--- config.mk ---
export PLATFORM = sky130hd
export DESIGN_NAME = multicycle_ctrl
export DESIGN_NICKNAME = d
export VERILOG_FILES = /design/src/rtl/multicycle_ctrl.sv
export SDC_FILE = /design/constraint.sdc
export NUM_CORES = 1
export LEC_CHECK = 0
export ABC_AREA = 1
export BUFFER_PORTS_ARGS = -buffer_cell sky130_fd_sc_hd__buf_2
export CORE_ASPECT_RATIO = 0.8
export CORE_MARGIN = 2
export CORE_UTILIZATION = 30
export CTS_CLUSTER_SIZE = 30
export DETAILED_ROUTE_END_ITERATION = 8
export HOLD_SLACK_MARGIN = 0.02
export PLACE_DENSITY = 0.66
export SLEW_MARGIN = 20
export SYNTH_ARGS = -nofsm -noshare
export SYNTH_HDL_FRONTEND = slang
export SYNTH_SLANG_ARGS = --single-unit
--- constraint.sdc ---
create_clock -name clk -period 3 [get_ports clk]
set_input_delay 0.3 -clock clk [delete_from_list [all_inputs] [get_ports clk]]
set_output_delay 0.3 -clock clk [all_outputs]
set_load 0.1 [all_outputs]
--- src/rtl/multicycle_ctrl.sv ---
// LEGv8 multicycle control FSM: sequences fetch/decode/execute/memory/write-back
// over a shared ready-handshaked memory, flagging illegal opcodes and memory timeouts.
//
// state   | meaning
// FETCH   | read instruction at PC, latch IR, PC <= PC+4
// DECODE  | ALUOut <= branch target, dispatch on opcode
// MEMADR  | ALUOut <= A + SignImm
// MEMRD   | data read at ALUOut, wait for mem_ready
// MEMWB   | register file <= MDR
// MEMWR   | data write at ALUOut, wait for mem_ready
// EXEC    | R-type ALU operation
// ALUWB   | register file <= ALUOut
// BRANCH  | CBZ: PC <= ALUOut when zero
// ILLEGAL | exception pulse, resume at next instruction
module multicycle_ctrl #(
   parameter int MEM_TIMEOUT = 15,
   parameter int CNT_W       = 4
) (
   input  logic        clk,
   input  logic        reset,
   input  logic [10:0] Op,
   input  logic        zero,
   input  logic        mem_ready,
   output logic [3:0]  state,
   output logic        IRWrite,
   output logic        PCWrite,
   output logic        AdrSrc,
   output logic        PCSrc,
   output logic        Reg2Loc,
   output logic [1:0]  ALUSrcA,
   output logic [1:0]  ALUSrcB,
   output logic [1:0]  ALUOp,
   output logic        MemRead,
   output logic        MemWrite,
   output logic        MemtoReg,
   output logic        RegWrite,
   output logic        exc,
   output logic [1:0]  exc_code,
   output logic        retire
);

   typedef enum logic [3:0] {
      S_FETCH   = 4'd0,
      S_DECODE  = 4'd1,
      S_MEMADR  = 4'd2,
      S_MEMRD   = 4'd3,
      S_MEMWB   = 4'd4,
      S_MEMWR   = 4'd5,
      S_EXEC    = 4'd6,
      S_ALUWB   = 4'd7,
      S_BRANCH  = 4'd8,
      S_ILLEGAL = 4'd9
   } state_t;

   state_t             state_q, state_d;
   logic [CNT_W-1:0]   cnt_q, cnt_d;
   logic [1:0]         exc_code_q, exc_code_d;

   logic is_ldur, is_stur, is_cbz, is_rtype;
   logic wait_st, timeout;

   assign is_ldur  = (Op == 11'b11111000010);
   assign is_stur  = (Op == 11'b11111000000);
   assign is_cbz   = (Op[10:3] == 8'b10110100);
   assign is_rtype = (Op == 11'b10001011000) || (Op == 11'b11001011000) ||
                     (Op == 11'b10001010000) || (Op == 11'b10101010000);

   assign wait_st = (state_q == S_FETCH) || (state_q == S_MEMRD) || (state_q == S_MEMWR);
   // A ready in the same cycle the count hits the limit wins over the timeout.
   assign timeout = wait_st && !mem_ready && (cnt_q == CNT_W'(MEM_TIMEOUT));

   always_comb begin
      state_d = state_q;
      case (state_q)
         S_FETCH:   if (mem_ready) state_d = S_DECODE;
         S_DECODE: begin
            if (is_ldur || is_stur) state_d = S_MEMADR;
            else if (is_rtype)      state_d = S_EXEC;
            else if (is_cbz)        state_d = S_BRANCH;
            else                    state_d = S_ILLEGAL;
         end
         S_MEMADR:  state_d = is_ldur ? S_MEMRD : S_MEMWR;
         S_MEMRD:   if (mem_ready) state_d = S_MEMWB;
         S_MEMWB:   state_d = S_FETCH;
         S_MEMWR:   if (mem_ready) state_d = S_FETCH;
         S_EXEC:    state_d = S_ALUWB;
         S_ALUWB:   state_d = S_FETCH;
         S_BRANCH:  state_d = S_FETCH;
         S_ILLEGAL: state_d = S_FETCH;
         default:   state_d = S_FETCH;
      endcase
      if (timeout) state_d = S_FETCH;

      cnt_d = (wait_st && !mem_ready && !timeout) ? cnt_q + CNT_W'(1) : '0;

      exc_code_d = exc_code_q;
      if (timeout)                     exc_code_d = 2'b10;
      else if (state_q == S_ILLEGAL)   exc_code_d = 2'b01;
   end

   always_ff @(posedge clk) begin
      if (reset) begin
         state_q    <= S_FETCH;
         cnt_q      <= '0;
         exc_code_q <= 2'b00;
      end else begin
         state_q    <= state_d;
         cnt_q      <= cnt_d;
         exc_code_q <= exc_code_d;
      end
   end

   always_comb begin
      IRWrite  = 1'b0;
      PCWrite  = 1'b0;
      AdrSrc   = 1'b0;
      PCSrc    = 1'b0;
      ALUSrcA  = 2'b00;
      ALUSrcB  = 2'b00;
      ALUOp    = 2'b00;
      MemRead  = 1'b0;
      MemWrite = 1'b0;
      MemtoReg = 1'b0;
      RegWrite = 1'b0;
      exc      = 1'b0;
      retire   = 1'b0;
      case (state_q)
         S_FETCH: begin
            MemRead = 1'b1;
            ALUSrcB = 2'b01;
            IRWrite = mem_ready;
            PCWrite = mem_ready;
         end
         S_DECODE: begin
            ALUSrcA = 2'b01;
            ALUSrcB = 2'b11;
         end
         S_MEMADR: begin
            ALUSrcA = 2'b10;
            ALUSrcB = 2'b10;
         end
         S_MEMRD: begin
            MemRead = 1'b1;
            AdrSrc  = 1'b1;
         end
         S_MEMWB: begin
            RegWrite = 1'b1;
            MemtoReg = 1'b1;
            retire   = 1'b1;
         end
         S_MEMWR: begin
            MemWrite = 1'b1;
            AdrSrc   = 1'b1;
            retire   = mem_ready;
         end
         S_EXEC: begin
            ALUSrcA = 2'b10;
            ALUOp   = 2'b10;
         end
         S_ALUWB: begin
            RegWrite = 1'b1;
            retire   = 1'b1;
         end
         S_BRANCH: begin
            ALUSrcA = 2'b10;
            ALUOp   = 2'b01;
            PCSrc   = 1'b1;
            PCWrite = zero;
            retire  = 1'b1;
         end
         S_ILLEGAL: exc = 1'b1;
         default: ;
      endcase
      if (timeout) begin
         IRWrite  = 1'b0;
         PCWrite  = 1'b0;
         RegWrite = 1'b0;
         MemWrite = 1'b0;
         retire   = 1'b0;
         exc      = 1'b1;
      end
      // Reset aborts the current instruction with no side effects this cycle.
      if (reset) begin
         IRWrite  = 1'b0;
         PCWrite  = 1'b0;
         RegWrite = 1'b0;
         MemWrite = 1'b0;
         retire   = 1'b0;
         exc      = 1'b0;
      end
   end

   assign Reg2Loc  = is_stur || is_cbz;
   assign state    = state_q;
   assign exc_code = reset ? 2'b00 : (exc ? exc_code_d : exc_code_q);

endmodule

==> results of run 1 <==
where the power goes:
group	internal [mW]	leakage (nW)	switching [mW]
Sequential	0.141	0.0812	0.00762
Clock	0.0736	0.0210	0.0459
Combinational	0.0558	0.628	0.280
cell usage after synthesis:
library cell	instances
xor2_1	1
ha_1	1
nand3_2	1
nand2_2	3
nor3_2	1
nand3_4	1
a31oi_1	1
nand3_1	12
dfxtp_1	10
nand2_4	3
nor2_1	26
nand4_1	2
o21ai_0	2
inv_2	3
nand2_1	41
nor3_1	2
a41oi_1	1
a21oi_1	8
and2_1	1
clkdlybuf4s18_2	1
clkinv_2	1
nor2_2	2
inv_1	30
state kept, by name (all words and copies together), names as in the netlist:
register,flops
cnt_q,4
exc_code_q,2
state,4
worst reg2reg max path: cells and delay by family (launching register included):
family,cells,cell delay (ns)
AO/OA/AOI/OAI,2,0.20
flip-flops,1,0.43
AND/OR/NAND/NOR,5,0.54
buffers and inverters,2,0.18
final timing paths:
| kind | from | to | slack [ns] | depth (start not counted) |
|---|---|---|---|---|
| max | state[2] | exc_code[1] | 0.77 | 9 |
| min | reset | exc_code_q[1] | 0.32 | 2 |
| max reg2reg | state[3] | state[2] | 1.56 | 9 |
| min reg2reg | cnt_q[0] | cnt_q[0] | 0.44 | 1 |
through the flow:
step           instances  total power, mW  hold WS, ns
2_1_floorplan        154            0.435        0.418
3_3_place_gp         228            0.487        0.433
3_5_place_dp         228            0.486        0.437
4_1_cts              232            0.608        0.309
5_1_grt              232            0.636        0.316
6_report             232            0.603        0.319
area by class of cell:
cell class | instances | area [um2]
well taps | 38 | 47.5
flip-flops and latches | 10 | 200
inverters | 34 | 129
fillers | 308 | 1620
multi-input cells | 109 | 551
repair buffers | 37 | 185
clock buffers | 4 | 36.3
cell families (layout without fill, tap and decap cells):
kind of cell               count (synthesis)  count (layout)  synth area share, %
AOI/OAI and AO/OA                         12              12                 7.49
xor gates and xnor gates                   1               1                 1.01
adders and majority gates                  1               1                 1.44
buffers and inverters                     35              75                 16.0
DFF                                       10              10                 23.1
and+or+nand+nor                           95              95                 51.0
layer usage:
metal	up-vias	wire length, um	GRT usage [%]
met5	-	0	0
met1	414	1060	18.0
met2	33	838	20.0
li1	549	-	-
met3	0	127	3.25
met4	0	0	2.13
==> impl_results.md, run 1 <==
- Via Count: around 1000
- Slew HR: roughly two thirds
- Fin Setup TNS: 0 ns
- Crit. End Element: output pin
- Setup Skew: 0.00842 ns
- #FFs+latches synth: 10
- Tot GR Track Use: 12.8%
- # rows: 17
- Status: finished, final reports clean
- Maximum vdd drop: 0.262 mV
- Fmax: between 0.4 and 0.5 GHz
- Final number of setup-violating endpoints: 0
- Clk pin slew, worst setup/hold paths: about 0.070 ns
- Mapped Nets: 170
- Die width: approximately 64 um
- Core area: 0.00277 mm2
- CP max FO: 7
- Drt drc: 0
- Buffers added on ports: 37
- Arr. time, crit path: ~1.9 ns
- Largest net degree at the start of global routing: 9
- Starting density of the core: a little under a third
- Initial antenna violation count: 0
- DP Area: 0.00111 mm2
- Startpoint types: flop
- Pre-CTS setup slack: 1.05 ns
- Share of cells above drive strength 1: a little under a third
- Hold Vio Cnt, Final: 0
- Clock H-tree levels: 1
- Insertion delay to the later sink of the worst-skew pair: about 0.26 ns
- Max Cap Violations: 0
- P_leak: 0.731 nW
- CTS Buf Count: 3
- Most common cell after layout, fill and taps aside: nand2_1
- Syn_area_per_cell: roughly 5.6 um2
- Drt pass-1 iters: 5
- Drt wl/cell: 8.75 um
- GPL Wtd Cong: ~0.84
- Worst Tran Pin Value: approximately 0.5 ns
- Synth area leader: dfxtp_1
- DRT iter0 DRCs: 56
- Final setup margin: around 0.77 ns
- Worst path cell trace: inv_2 -> nor2_2 -> nand2_2 -> clkinv_2 -> nand2_4 -> nand3_4 -> nand2_4 -> a21oi_1 -> buf_2
- Root Driver: clkbuf_4
- Final HPWL DP: 1.73 mm
- Area contributors post-synth: dfxtp_1 23%, nand2_1 18%, inv_1 13%, nor2_1 11%, nand3_1 6.9%
- Setup Buffers After CTS: 0
- Hold Crit Class: in2reg
- Area grow syn2layout: 32.3%
- Most used cell, CP: nand2_4
- # diodes: 0
- Buffer depth of the longest clock path: 2
- Post-layout util: 41.5%
- Final min period: 2.23 ns
- Max stage delay cell, worst path: dfxtp_1
- Boundary Pins: 38
- Seq/Total Area, Yosys: around 23%
- Clk sinks: 10
- Max Slew Vio Count: 0
- TritonCTS clock tree: built
- Slowest cell delay on critical path: around 0.49 ns
- Hold_buf cts: 0
- Antenna Nets Post-Route: 0
- DIE AREA: roughly 0.0033 mm2
- Critical path buffers and inverters: 3
- Overflow after GRT: 0
- Yosys warns: 0
- Cell area power density: approximately 530 mW/mm2
- Post-Synthesis Cells: ~150
- # nets final: 211
- Chip height: 52.1 um
- Number of global-route vias before repair: 832
- Largest delay share family, worst path: buffers and inverters
- CP Class: reg2out
- Yosys top cell area share: between 20% and 30%
- Distinct cells, synth: 23
- # resized after CTS: 0
- Finished layout cell area: about 0.0011 mm2
- Final wirelength: ~2 mm
- Worst path required time: 2.70 ns
- Mapped cell area: approximately 870 um2
- Most frequent cells in the layout: 41 x nand2_1, 37 x buf_2, 30 x inv_1, 25 x nor2_1, 12 x nand3_1
- Via density: 4.29
- RSZ-0062 raised after global routing: no
- First-pass GRT wire length: between 3 and 4 mm
- Period utilization: between 70% and 80%
(Power assumes the default switching activity.)
==> run 2: changes to the inputs <==
--- a/config.mk
+++ b/config.mk
@@ -5,7 +5,7 @@
 export SDC_FILE = /design/constraint.sdc
 export NUM_CORES = 1
 export LEC_CHECK = 0
-export ABC_AREA = 1
+export ABC_AREA = 0
 export BUFFER_PORTS_ARGS = -buffer_cell sky130_fd_sc_hd__buf_2
 export CORE_ASPECT_RATIO = 0.8
 export CORE_MARGIN = 2
@@ -13,7 +13,7 @@
 export CTS_CLUSTER_SIZE = 30
 export DETAILED_ROUTE_END_ITERATION = 8
 export HOLD_SLACK_MARGIN = 0.02
-export PLACE_DENSITY = 0.66
+export PLACE_DENSITY = 0.69
 export SLEW_MARGIN = 20
 export SYNTH_ARGS = -nofsm -noshare
 export SYNTH_HDL_FRONTEND = slang
==> constraint.sdc (replaced) <==
create_clock -name clk -period 2 [get_ports clk]
set_input_delay 0.2 -clock clk [delete_from_list [all_inputs] [get_ports clk]]
set_output_delay 0.2 -clock clk [all_outputs]
set_load 0.1 [all_outputs]
==> run 2 against run 1 <==
Against the previous run: register-to-register slack lost 1.3 ns; sequential power grew 43%; combinational power is essentially flat; die area shrank 6.2%; via count shrank 5.2%; sequential share of layout area shrank 3.2 points; critical path depth shrank 5; clock power grew 10%; clock skew shrank 0.0049 ns; utilization grew 19 points; count of clock-buffer cells in the layout shrank 1; hold slack lost 0.058 ns.
==> impl_results.md, run 2 <==
- Largest family of logic cells by synthesized area: simple AND/OR/NAND/NOR gates
- Finished layout cell area: 0.00151 mm2
- Worst Hold Depth: 2
- Critical path buffers and inverters: 1
- Hold Crit Class: in2reg
- Buffers added on ports: 37
- Post-synthesis compound-gate area fraction: between 20 and 25%
- CP Class: reg2out
- Startpoint types: flop
- Mapped cell area: 811 um2
- Adder-cell share of the synthesized area: 1.54%
- Area contributors post-synth: dfxtp_1 25%, nor2_1 6.9%, a21oi_1 4.3%, nor3_1 3.7%, a211oi_1 3.7%
- Drt drc: 0
- Post-layout util: between 60% and 70%
- Arr. time, crit path: approximately 1.7 ns
- Worst path required time: about 1.8 ns
- Fin cells: approximately 190
- Largest delay share family, worst path: simple AND/OR/NAND/NOR gates
- Max stage delay cell, worst path: dfxtp_4
- Largest net degree at the start of global routing: 15
- Worst path cell trace: or3b_4 -> or2_4 -> a21oi_4 -> buf_12
- Core area: 0.00250 mm2
- Synth Area in XOR/XNOR: roughly 5.4%
- Overflow after GRT: 0
- Antenna Nets Post-Route: 0
- Most frequent cell after synthesis: nor2_1
- Status: finished, final reports clean
- Hold Vio Cnt, Final: 0
- Seq/Total Area, Yosys: between 20 and 25%
- Drt pass-1 iters: 4
- Maximum vdd drop: between 0.15 and 0.2 mV
- RR Startpoint: state[0]
- Drt wl/cell: 12.9 um
- Most common cell after layout, fill and taps aside: buf_2
- Hold Slack: between 0.2 and 0.3 ns
- Mapped Nets: roughly 120
- Slowest cell delay on critical path: between 0.4 and 0.5 ns
- Area grow syn2layout: 86.3%
- Final min period: between 1.5 and 2 ns
- Cell area power density: about 450 mW/mm2
- CP max FO: 14
- Clk pin slew, worst setup/hold paths: about 0.060 ns
- Reg2reg setup slack: between 0.2 and 0.3 ns
- Crit. End Element: output pin
- Clock H-tree levels: 1
- Tot GR Track Use: between 10% and 20%
- Chip height: roughly 51 um
- Number of global-route vias before repair: around 910
- Final number of setup-violating endpoints: 0
- Clk sinks: 10
- RSZ-0062 raised after global routing: no
- Final HPWL DP: approximately 1.9 mm
- Setup Skew: 0.00352 ns
- Mux cell area share after synthesis: about 1.2%
- Root Driver: clkbuf_4
- Final wirelength: ~2.4 mm
- Synth area leader: dfxtp_1
- DIE AREA: between 0.003 and 0.004 mm2
- Post-synth EDFFs: 0
- Initial antenna violation count: 0
- # nets final: 166
- Die width: a little over 60 um
- Post-Synth Simple-Gate Area: 38.7%
- Fmax: a little over 0.5 GHz
- Slew HR: 67.4%
- Via Count: roughly 940
- Worst Tran Pin Value: 0.492 ns
- R2r endpoint: state[2]
- Max Cap Violations: 0
- # rows: 16
- GPL Wtd Cong: approximately 0.89
- Via density: 5.10
- Boundary Pins: 38
- Post-Synthesis Cells: between 100 and 150
- Most frequent cells in the layout: 25 x buf_2, 12 x buf_12, 11 x nor2_1, 6 x dfxtp_1
- Synth top cells by count: 15 x nor2_1, 10 x dfxtp_1, 7 x a21oi_1, 6 x nor3_1
- CTS Buf Count: 3
- Distinct cells, synth: 40
- TritonCTS clock tree: built
- Post-synth ARST share: 0%
- Insertion delay to the later sink of the worst-skew pair: approximately 0.25 ns
- Hold wc startpoint: reset
- First-pass GRT wire length: roughly 4 mm
- DP Area: between 0.001 and 0.0015 mm2
- Period utilization: 96.5%
- Syn_area_per_cell: 7.58 um2
- Share of cells above drive strength 1: between 50% and 60%
- Buffer depth of the longest clock path: 2
- Yosys top cell area share: between 20 and 25%
- P_leak: roughly 0.57 nW
- R2r worst-path depth: 6
- Placed insts: 180
- DRT iter0 DRCs: 28
- Dominant synthesized flop cell: dfxtp_1
- Yosys warns: 0
- #FFs+latches synth: 10
- Max Slew Vio Count: 0
- # diodes: 0
- Fill count: 213
- Hold EP: exc_code_q[1]
- Fin Setup TNS: 0 ns
- Starting density of the core: between 30% and 40%
-- run 2: changes by cell type after synthesis, sizes merged, moves of 4 or more --
cell / before / now
nand2: 47 / 5
inv: 33 / 6
nand3: 14 / 5
clkbuf: 0 / 4
a211oi: 0 / 4
nor2: 28 / 15
-- run 2: cell families (layout without fill, tap and decap cells) --
logic type / count (synthesis) / count (layout)
simple gates: 52 / 52
fa+ha+maj: 1 / 1
compound gates: 25 / 25
flops: 10 / 10
mux: 1 / 1
xor+xnor: 5 / 5
buf+inv: 13 / 55
-- run 2: where the power goes --
group	switching, mW	internal [mW]	total, mW	leakage (nW)
Combinational	0.229	0.105	0.334	0.470
Clock	0.0590	0.0715	0.131	0.0154
Sequential	0.00985	0.202	0.212	0.0841
-- run 2: how the worst max path moves through the flow --
stage,from,to,slack (ns),cells after the start
floorplan,state[3],retire,-0.30,4
detailed placement,state[1],exc_code[1],0.20,6
finish,state[2],exc,0.07,4
CTS,state[0],retire,0.02,6
global route,state[1],RegWrite,0.001,5
global placement,state[0],retire,0.23,6
-- run 2: area by class of cell --
cell class                      count  area (um2)  share of cell area [%]
Inverter                            7        31.3                    2.07
Sequential cell                    10         215                    14.3
Clock inverter                      1        3.75                   0.249
Clock buffer                        3        22.5                    1.49
Multi-Input combinational cell     84         767                    50.8
Tap cell                           36        45.0                    2.98
Timing Repair Buffer               44         425                    28.2
-- run 2: per-stage QoR --
stage          power [mW]  setup WS, ns
2_1_floorplan       0.445        -0.303
3_3_place_gp        0.531         0.235
3_5_place_dp        0.535         0.200
4_1_cts             0.674        0.0212
5_1_grt             0.711       0.00130
6_report            0.677        0.0709
-- run 2: what timing repair did --
action	CTS	global route
pin swaps	2	4
hold buffers	0	0
resized for setup	8	9
setup buffers	1	1
endpoints found under the setup margin	8	7
-- run 2: layer usage --
| layer | track usage [%] | part of all wire [%] | up-vias |
|---|---|---|---|
| met5 | 0 | 0 | - |
| met4 | 1.11 | 0 | 0 |
| met3 | 5.38 | 6.4 | 0 |
| met2 | 28.3 | 50 | 31 |
| met1 | 19.4 | 44 | 435 |
| li1 | - | - | 478 |
-- run 2: worst register-to-register path: stages, from the launching register on --
cell and delay [ns]:
dfxtp_4 0.40, buf_6 0.19, or4b_4 0.50, clkinv_2 0.09, and4_1 0.18, a211oi_1 0.06
nor4b_2 0.24
==> run 3: changes to the inputs <==
--- a/config.mk
+++ b/config.mk
@@ -5,13 +5,12 @@
 export SDC_FILE = /design/constraint.sdc
 export NUM_CORES = 1
 export LEC_CHECK = 0
-export ABC_AREA = 0
 export BUFFER_PORTS_ARGS = -buffer_cell sky130_fd_sc_hd__buf_2
-export CORE_ASPECT_RATIO = 0.8
 export CORE_MARGIN = 2
 export CORE_UTILIZATION = 30
 export CTS_CLUSTER_SIZE = 30
 export DETAILED_ROUTE_END_ITERATION = 8
+export GPL_ROUTABILITY_DRIVEN = 1
 export HOLD_SLACK_MARGIN = 0.02
 export PLACE_DENSITY = 0.69
 export SLEW_MARGIN = 20
==> run 3 against run 2 <==
Against the previous run: cell count is the same; via count up 7.0%; count of clock-buffer cells in the layout unchanged; fmax decreased by 3.3%; wire length rose by 11%; first-iteration DRC count down 7.1%; largest cell class unchanged.
==> impl_results.md, run 3 (synthesis gave the netlist of run 2 again) <==
- Buffers added on ports: 37
- Clk sinks: 10
- Buffer depth of the longest clock path: 2
- TritonCTS clock tree: built
- Chip height: 56.0 um
- Number of global-route vias before repair: roughly 920
- Worst path required time: 1.80 ns
- DRT iter0 DRCs: 26
- CP Class: reg2out
- RSZ-0062 raised after global routing: yes
- P_leak: roughly 0.60 nW
- Root Driver: clkbuf_4
- Share of cells above drive strength 1: roughly three fifths
- Clock H-tree levels: 1
- Tot GR Track Use: around 16%
- Insertion delay to the later sink of the worst-skew pair: roughly 0.27 ns
- Core area: about 0.0025 mm2
- Final HPWL DP: between 1.5 and 2 mm
- Maximum vdd drop: approximately 0.3 mV
- Most frequent cells in the layout: 24 x buf_2, 12 x buf_12, 12 x buf_4, 11 x nor2_1, 6 x dfxtp_1
- Final wirelength: between 2 and 3 mm
- Drt pass-1 iters: 4
- Slew HR: 67.7%
- Via Count: between 1000 and 1500
- Most common cell after layout, fill and taps aside: buf_2
- Worst Tran Pin Value: ~0.48 ns
- Final setup margin: approximately 0.0046 ns
- Boundary Pins: 38
- Setup Skew: between 0.002 and 0.0025 ns
- Clk pin slew, worst setup/hold paths: 0.06 ns
- Crit. End Element: output pin
- Startpoint types: flop
- Post-layout util: 60.4%
- Fmax: 0.501 GHz
- Hold Crit Class: in2reg
- Hold_buf cts: 0
- Status: finished, final reports clean
- # diodes: 0
- Hold Vio Cnt, Final: 0
- Antenna Nets Post-Route: 0
- Pre-CTS setup slack: around 0.11 ns
- Arr. time, crit path: ~1.8 ns
- Initial antenna violation count: 0
- Area grow syn2layout: 87.8%
- Starting density of the core: 32.1%
- # nets final: ~170
- First-pass GRT wire length: 4.08 mm
- Via density: 5.46
- GPL Wtd Cong: 0.857
- Die width: about 56 um
- Final min period: 2.00 ns
- Drt wl/cell: between 10 and 15 um
- CTS Buf Count: 3
- Largest net degree at the start of global routing: 16
- Period utilization: between 90% and 100%
- CP max FO: 4
- Max Cap Violations: 0
- Drt drc: 0
- Final number of setup-violating endpoints: 0
- Overflow after GRT: 0
- DIE AREA: between 0.003 and 0.004 mm2
- Cell area power density: 452 mW/mm2
- # rows: 18
- Max Slew Vio Count: 0
## run 3: critical path: stages, from the launching register on
cell and delay, ns:
dfxtp_4 0.38, buf_12 0.13, or3b_4 0.37, or2_4 0.28
a21oi_4 0.18, buf_12 0.19
## run 3: power by group
part	switching, mW	total (mW)	internal, mW
registers	0.00886	0.211	0.202
logic	0.232	0.338	0.105
clock network	0.0678	0.140	0.0721
## run 3: final timing paths
| kind | startpoint | endpoint | slack [ns] | depth (start not counted) |
|---|---|---|---|---|
| setup / recovery | state[1] | exc | 0.005 | 5 |
| hold reg to reg | cnt_q[0] | cnt_q[0] | 0.46 | 1 |
| setup reg to reg | state[0] | state[2] | 0.19 | 6 |
| hold / removal | reset | exc_code_q[1] | 0.24 | 2 |
## run 3: cell type report
cell class	count	area [um2]
clock buffer	3	22.5
clock inverter	1	3.75
fill	217	1000
inverter	7	31.3
multi-input combinational	84	747
sequential	10	215
tap	30	37.5
timing repair buffer	50	465
## run 3: what timing repair did
action / in CTS / in global routing
buffers inserted: 4 / 3
endpoints found under the setup margin: 8 / 7
pin swaps: 4 / 5
resized for setup: 7 / 4
## run 3: layer usage
metal | wire (um) | GRT usage, % | part of all wire [%] | vias up
met3 | 122 | 3.49 | 4.6 | 4
met5 | 0 | 0 | 0 | -
met2 | 1440 | 28.6 | 55 | 31
li1 | - | - | - | 491
met4 | 23 | 4.08 | 0.87 | 0
met1 | 1050 | 19.4 | 40 | 484
## run 3: stage by stage
stage / hold WS, ns / cell area, um2 / power (mW) / std cells / setup TNS [ns]
after floorplan: 0.269 / 1030 / 0.445 / 107 / -1.19
after global placement: 0.431 / 1390 / 0.530 / 174 / 0
after detailed placement: 0.447 / 1390 / 0.535 / 174 / 0
after CTS: 0.242 / 1480 / 0.682 / 182 / 0
after global routing: 0.250 / 1520 / 0.717 / 185 / -0.134
final: 0.245 / 1520 / 0.688 / 185 / 0
